===== src/rtl/fetch_sequencer_pkg.sv =====
// Shared definitions for the instruction fetch sequencer: the fetch FSM
// state encoding, the PC increment and the wrapping next-PC helper.
package fetch_pkg;

    typedef enum logic [1:0] {
        FETCH = 2'd0,
        WAIT  = 2'd1,
        IDLE  = 2'd2
    } fetch_state_t;

    localparam logic [31:0] PC_STEP = 32'd4;

    // Next byte PC: advance one word and keep only the ADDR_W+2 bits that
    // address the ROM, so the last word wraps back to word 0.
    function automatic logic [31:0] next_pc(input logic [31:0] pc, input int addr_w);
        logic [31:0] mask;
        mask = (addr_w >= 30) ? 32'hFFFF_FFFF : ((32'd1 << (addr_w + 2)) - 32'd1);
        return (pc + PC_STEP) & mask;
    endfunction

endpackage


===== src/rtl/fetch_sequencer_run_tick_gen.sv =====
// Run-mode divider: counts 0..RUN_DIV-1 while enabled and pulses tick on
// the last count; parked at 0 whenever Run mode is off.
module run_tick_gen #(
    parameter int RUN_DIV = 50000000
) (
    input  logic clock,
    input  logic reset,
    input  logic enable,
    output logic tick
);

    localparam int CNT_W = (RUN_DIV > 1) ? $clog2(RUN_DIV) : 1;
    localparam logic [CNT_W-1:0] LAST = CNT_W'(RUN_DIV - 1);

    logic [CNT_W-1:0] count;

    // Free-running divider that restarts from 0 each time Run is entered.
    always_ff @(posedge clock) begin
        if (reset || !enable) begin
            count <= '0;
        end else if (count == LAST) begin
            count <= '0;
        end else begin
            count <= count + 1'b1;
        end
    end

    assign tick = enable && (count == LAST);

endmodule


===== src/rtl/fetch_sequencer.sv =====
// Instruction fetch sequencer for the single-cycle CPU lab board. Owns the
// PC, presents the ROM word address, waits out the ROM latency and latches
// the fetched word. The PC advances on a Step button edge or on Run-mode
// ticks. Optional breakpoint halting is built when FETCH_BRK_EN is defined.
module fetch_sequencer
    import fetch_pkg::*;
#(
    parameter int ADDR_W  = 6,
    parameter int MEM_LAT = 1,
    parameter int RUN_DIV = 50000000
) (
    input  logic              Clk,
    input  logic              Rst,
    input  logic              Step,
    input  logic              Run,
    input  logic [31:0]       Brk_pc,
    output logic [ADDR_W-1:0] Mem_addr,
    input  logic [31:0]       Mem_data,
    output logic [31:0]       PC,
    output logic [31:0]       Inst_code,
    output logic              Inst_valid,
    output logic              Halted
);

    localparam logic [1:0] LAT = 2'(MEM_LAT);

    fetch_state_t state;
    fetch_state_t state_next;
    logic [1:0]   wait_cnt;
    logic         step_q;
    logic         step_edge;
    logic         pending;
    logic         tick;
    logic         advance;
    logic         load_word;
    logic         brk_hit;

    run_tick_gen #(
        .RUN_DIV(RUN_DIV)
    ) u_run_tick (
        .clock (Clk),
        .reset (Rst),
        .enable(Run),
        .tick  (tick)
    );

    assign step_edge = Step && !step_q;
    assign Mem_addr  = PC[ADDR_W+1:2];

`ifdef FETCH_BRK_EN
    assign brk_hit = (state == IDLE) && Run && Inst_valid && (PC == Brk_pc);

    // Breakpoint latch: set on a match in Run mode, released by leaving Run.
    always_ff @(posedge Clk) begin
        if (Rst) begin
            Halted <= 1'b0;
        end else if (!Run) begin
            Halted <= 1'b0;
        end else if (brk_hit) begin
            Halted <= 1'b1;
        end
    end
`else
    logic unused_brk_pc;
    assign unused_brk_pc = ^Brk_pc;
    assign brk_hit       = 1'b0;
    assign Halted        = 1'b0;
`endif

    // FSM state register; reset restarts with a fetch of word 0.
    always_ff @(posedge Clk) begin
        if (Rst) begin
            state <= FETCH;
        end else begin
            state <= state_next;
        end
    end

    // Next-state and control decode. A match on the breakpoint blocks the
    // coincident tick too, so the PC never slips past the breakpoint.
    always_comb begin
        state_next = state;
        advance    = 1'b0;
        load_word  = 1'b0;
        case (state)
            FETCH: begin
                state_next = WAIT;
            end
            WAIT: begin
                if (wait_cnt == 2'd1) begin
                    load_word  = 1'b1;
                    state_next = IDLE;
                end
            end
            IDLE: begin
                if (Run) begin
                    advance = tick && !Halted && !brk_hit;
                end else begin
                    advance = step_edge || pending;
                end
                if (advance) begin
                    state_next = FETCH;
                end
            end
            default: begin
                state_next = FETCH;
            end
        endcase
    end

    // Datapath: PC, latency counter, fetched word, step edge history and
    // the one-deep step request held while a fetch is in flight.
    always_ff @(posedge Clk) begin
        if (Rst) begin
            PC         <= 32'd0;
            Inst_code  <= 32'd0;
            Inst_valid <= 1'b0;
            wait_cnt   <= 2'd0;
            step_q     <= 1'b0;
            pending    <= 1'b0;
        end else begin
            step_q <= Step;

            if (state == FETCH) begin
                wait_cnt   <= LAT;
                Inst_valid <= 1'b0;
            end else if (state == WAIT) begin
                wait_cnt <= wait_cnt - 2'd1;
            end

            if (load_word) begin
                Inst_code  <= Mem_data;
                Inst_valid <= 1'b1;
            end

            if (advance) begin
                PC         <= next_pc(PC, ADDR_W);
                Inst_valid <= 1'b0;
            end

            if (Run || advance) begin
                pending <= 1'b0;
            end else if (step_edge && (state != IDLE)) begin
                pending <= 1'b1;
            end
        end
    end

endmodule


===== config.mk =====
export PLATFORM = sky130hd
export DESIGN_NAME = fetch_sequencer
export DESIGN_NICKNAME = d
export VERILOG_FILES = /design/src/rtl/fetch_sequencer_pkg.sv /design/src/rtl/fetch_sequencer_run_tick_gen.sv /design/src/rtl/fetch_sequencer.sv
export SDC_FILE = /design/constraint.sdc
export NUM_CORES = 1
export LEC_CHECK = 0
export CORE_MARGIN = 4
export CORE_UTILIZATION = 38
export DETAILED_ROUTE_END_ITERATION = 12
export MAX_ROUTING_LAYER = met4
export PLACE_DENSITY = 0.77
export RECOVER_POWER = 100
export SYNTH_ARGS = -nofsm -noshare
export SYNTH_HDL_FRONTEND = slang
export SYNTH_HIERARCHICAL = 1
export SYNTH_SLANG_ARGS = --single-unit

===== constraint.sdc =====
create_clock -name Clk -period 2.2 [get_ports Clk]
set_clock_uncertainty 0.1 [all_clocks]
set_input_delay 0.44 -clock Clk [delete_from_list [all_inputs] [get_ports Clk]]
set_output_delay 0.44 -clock Clk [all_outputs]
set_load 0.02 [all_outputs]

---- Word level (Yosys, flattened, before mapping) ----
Index checks and enable logic that the tools add are counted.
W data, S select, Z words.
word-level totals
  register bits after elaboration ......... 73
  bits of input ports ..................... 68
  word-level logic and storage cells ...... 47
cells by class
  add/subtract/negate cells ............... 3
  equality and inequality tests ........... 7
  muxes and demuxes ....................... 12
  reductions and logical operators ........ 16
operators by type and width
  kind                     number
  $add A26 B1 Y26 const B  1
  $eq A26 B26 Y1 const B   1
  $mux W1                  9
  $add A8 B3 Y8 const B    1
  $reduce_or A2 Y1         4
  $ne A2 B2 Y1 const B     3
  $pmux W2 S3              1
  $eq A2 B1 Y1 const B     2
  $mux W2                  2
  $reduce_bool A2 Y1       2
  $logic_and A1 B1 Y1      3
  $logic_or A1 B1 Y1       3
  $eq A2 B2 Y1 const B     1
  $logic_not A1 Y1         2
  $logic_not A2 Y1         1
  $reduce_and A2 Y1        1
  $sub A2 B1 Y2 const B    1

---- Depth between registers and ports, before layout ----
  word-level depth ........................ 8
  mapped depth ............................ 10
  mapped depth without buffers ............ 8

---- Cells and area by module ----
The synthesis kept the hierarchy.
by module, submodules not included
  module           instances  cells an instance  area each (um2)  sequential area each (um2)
  fetch_sequencer  1          238                1971.9           900.9
  run_tick_gen     1          143                1203.7           520.5

---- Least setup slack after synthesis ----
No wires, ideal clock.
  kind .................................... register to register
  start ................................... reg u_run_tick.count[0]
  end ..................................... reg PC[7]
  library setup time ...................... 0.121 ns
  arrival ................................. 2.138 ns
  data required time ...................... 1.979 ns
  slack ................................... -0.160 ns
  cell stages (with the launch flop) ...... 11
  path buffers ............................ 2
  cells stage by stage .................... dfxtp_1 > ha_1 > and3_1 > clkbuf_1 > nand4_1 > nor3_1 > nand2b_1 > o311a_1 > buf_6 > and3_4 > mux2_4
on the way
  cells in the longest elaborated chain, start to end .. 5
RTL lines
  what                      RTL line                            source
  start: declaration        fetch_sequencer_run_tick_gen.sv:15  logic [CNT_W-1:0] count;
  start signal: assignment  fetch_sequencer_run_tick_gen.sv:24  count <= count + 1'b1;
  $eq A26 B26 Y1            fetch_sequencer_run_tick_gen.sv:28  assign tick = enable && (count == LAST);
  $logic_and A1 B1 Y1       fetch_sequencer_run_tick_gen.sv:28
  via tick                  fetch_sequencer.sv:33               logic tick;
  $mux W1                   fetch_sequencer.sv:96               if (Run) begin
  $mux W1 (2 in a row)      fetch_sequencer.sv:85               case (state)
  end signal: assignment    fetch_sequencer.sv:137              PC <= next_pc(PC, ADDR_W);
  end: declaration          fetch_sequencer.sv:19               output logic [31:0] PC,
The timed path passes the listed nets, and every way through them passes these cells. The select of a mux whose other input is x is not followed.
A chain may end at the register's enable or synchronous reset.

---- Worst setup path in the final report ----
  start ................................... reg u_run_tick.count[4]
  end ..................................... reg u_run_tick.count[25]
on the way
  cells in the longest elaborated chain, start to end .. 2
RTL lines
  what
  parallel branches: the longest is 2 deep, another holds $add A26 B1 Y26
Parallel ways; which one is timed is not known.

==> out/summary.txt <==
Synth Register Bits - 71
Period minus WS final - 2070 ps
Switching share of total power - 26.6%
Pin slew with the least headroom to its limit - 600 ps
Vias - 2733
PwrDens - 668 nW/µm²
Mean Syn Cell Area - 8.33 µm²
Worst skew pair latency - 340 ps
Final setup vio count - 0
R2R Setup Slk - 130 ps
Ant. Diodes - 0
Final Net Count - 527
Reg2Reg Depth - 4
CP arrival - 2240 ps
FFs w/ async S/R, synth - 0%
Clk slew on worst S/H paths - 70 ps
Initial core utilization - 38.8%
CP Capture Type - flop
Layout Utilization - 50.6%
WL/cell - 12.1 µm
Routed vias/inst - 4.83
Site Rows - 33
Cells after DPL - 550
LEAKAGE - 1.57 nW
Die width - 99.4 µm
Post-CTS Setup Bufs - 0
Gate power share - 12.6%
RSZ-0062 raised after global routing - no
Global routing usage on met1 - 16.6%
GRT met2 Usage - 23.7%
Max_slew headroom - 60.0%
Final Max Tran Viols - 0
Sequential cell fraction of total power - 49.0%
Hold path depth - 1
Largest net degree at the start of global routing - 33
FF-to-FF Start - u_run_tick/count[4]
Req. time, crit path - 2370 ps
Status - complete, no violations
Worst hold-check path type - reg2reg
Setup total negative slack - 0 ps
Port Buf Inserts - 80
Hold_ws - 348 ps
Max_cap viols - 0
VDD IR max - 282 µV
Pint - 2.03 mW
Crit path max fanout - 13
Initial antenna violation count - 0
Clk buf depth - 2
Mapped Cells - 381
Worst Hold Launch - u_run_tick/count[0]
Clock sinks - 71
Hold_buf cts - 0
Initial DRC count - 122
Ports - 140
Total grt overflow - 0
First-pass GRT wire length - 11300 µm
Placement Setup Slack - -19.5 ps
All-layer global routing usage - 14.2%
Hold EP - u_run_tick/count[0]
Die H - 99.4 µm
Most frequent cells in the layout - nand2_1, dfxtp_1, a21oi_1, dlygate4sd3_1, clkdlybuf4s50_1
TritonCTS clock tree - built
Final RePlAce weighted congestion - 0.768
Commonest non-fill, non-tap cell in the layout - nand2_1
Routed WL - 6840 µm
Num CTS Buffers - 9
Crit path kind - reg2reg
Post-synth EDFFs - 0
Detailed-route DRC error count - 0
Router iterations before antenna repair - 4
Post-synth cell types - 43
Root Driver - clkbuf_8
Final critical-path share of the clock period - 94.1%
Layout cells sized above 1 - 9.33%
Layout Cells excl Fill - 566
Crit start category - flop
F_max - 483 MHz
Synth area leaders - dfxtp_1, buf_4, nand2_1, a21oi_1, nor2_1
Switching power total - 735 µW
Synth area leader - dfxtp_1
Yosys warns - 6
Number of global-route vias before repair - 2598
Fin. Hold Viols - 0
Worst r2r dst - u_run_tick/count[25]
Mapped Area - 3180 µm²
Post-synthesis to final-layout area growth - 30.3%
Most used DFF post-synth - dfxtp_1
Hpwl dp - 5000 µm
GR met3 Demand/Resource - 3.09%
Clk pwr share - 38.3%
CTS H-tree depth - 3
Seq/Total Area, Yosys - 44.8%
Yosys top cell area share - 44.8%
Die area - 9880 µm²
GR peak layer - met2
Final ANT Viol Nets - 0
Core Region - 8180 µm²
Worst Slack Setup Final - 129 ps
==> state kept, by name (all words and copies together) (netlist names) <==
name	flops
Inst_code	32
Inst_valid	1
u_run_tick/count	26
pending	1
PC	6
wait_cnt	2
step_q	1
state	2
==> metrics by stage <==
stage	power (mW)	cell area, µm²
4_1_cts	2.83	4130
5_1_grt	2.91	4140
3_3_place_gp	1.75	3930
3_5_place_dp	1.76	3930
2_1_floorplan	1.64	3290
6_report	2.77	4140
==> per-layer routing <==
layer	part of all wire [%]	up-vias	wire length (µm)
met2	49	75	3380
met3	4.6	9	317
li1	-	1380	-
met4	1.6	0	112
met5	0	-	0
met1	44	1269	3040
==> cells by family after synthesis <==
| logic type | synth area share (%) |
|---|---|
| multiplexers | 1.50 |
| other | 0.118 |
| XOR/XNOR | 3.59 |
| flip-flops | 44.8 |
| AO/OA/AOI/OAI | 11.4 |
| buffers and inverters | 12.5 |
| AND/OR/NAND/NOR | 25.0 |
| adder cells (fa/ha/maj) | 1.18 |
==> how the worst max path moves through the flow <==
stage,start,depth (start not counted),endpoint,slack [ps]
6_report,u_run_tick/count[4],4,u_run_tick/count[25],130
5_1_grt,u_run_tick/count[14],7,PC[7],7
4_1_cts,u_run_tick/count[1],8,PC[7],90
3_5_place_dp,Run,7,PC[7],-20
3_3_place_gp,Run,7,PC[7],-30
2_1_floorplan,u_run_tick/count[0],10,PC[7],-40
==> timing repair <==
item / CTS / global route
setup endpoints to repair: 0 / 5
gates resized for setup: 0 / 7
hold endpoints to repair: 0 / 0
==> critical path, cell delays in order, from the launching register on <==
cell and delay [ps]:
dfxtp_1 410, nand3_2 160, or4_4 650, or4_1 530, a21oi_1 150
==> area by class of cell <==
type | instances | area (µm²)
clock buffer | 10 | 138
clock inverter | 6 | 68.8
fill | 794 | 4040
inverter | 8 | 30.0
multi-input combinational | 276 | 1480
sequential | 71 | 1430
tap | 105 | 131
timing repair buffer | 90 | 865
==> synth_stat cells, drive strengths merged (6+ instances only) <==
cell    n
or4     7
o21ai   9
o31ai   6
buf    49
nand3  11
nor2   31
nand2  69
dfxtp  71
a21oi  49
xnor2   9
inv     8
nand4  11
or3     7
==> power groups by stage <==
| stage | combinational [mW] | clock (mW) | sequential (mW) |
|---|---|---|---|
| after floorplan | 0.212 | 0 | 1.43 |
| after global placement | 0.359 | 0 | 1.39 |
| after detailed placement | 0.366 | 0 | 1.39 |
| after CTS | 0.368 | 1.10 | 1.36 |
| after global routing | 0.380 | 1.17 | 1.36 |
| final | 0.350 | 1.06 | 1.36 |
Note: power is estimated with default switching activity, not from simulation.
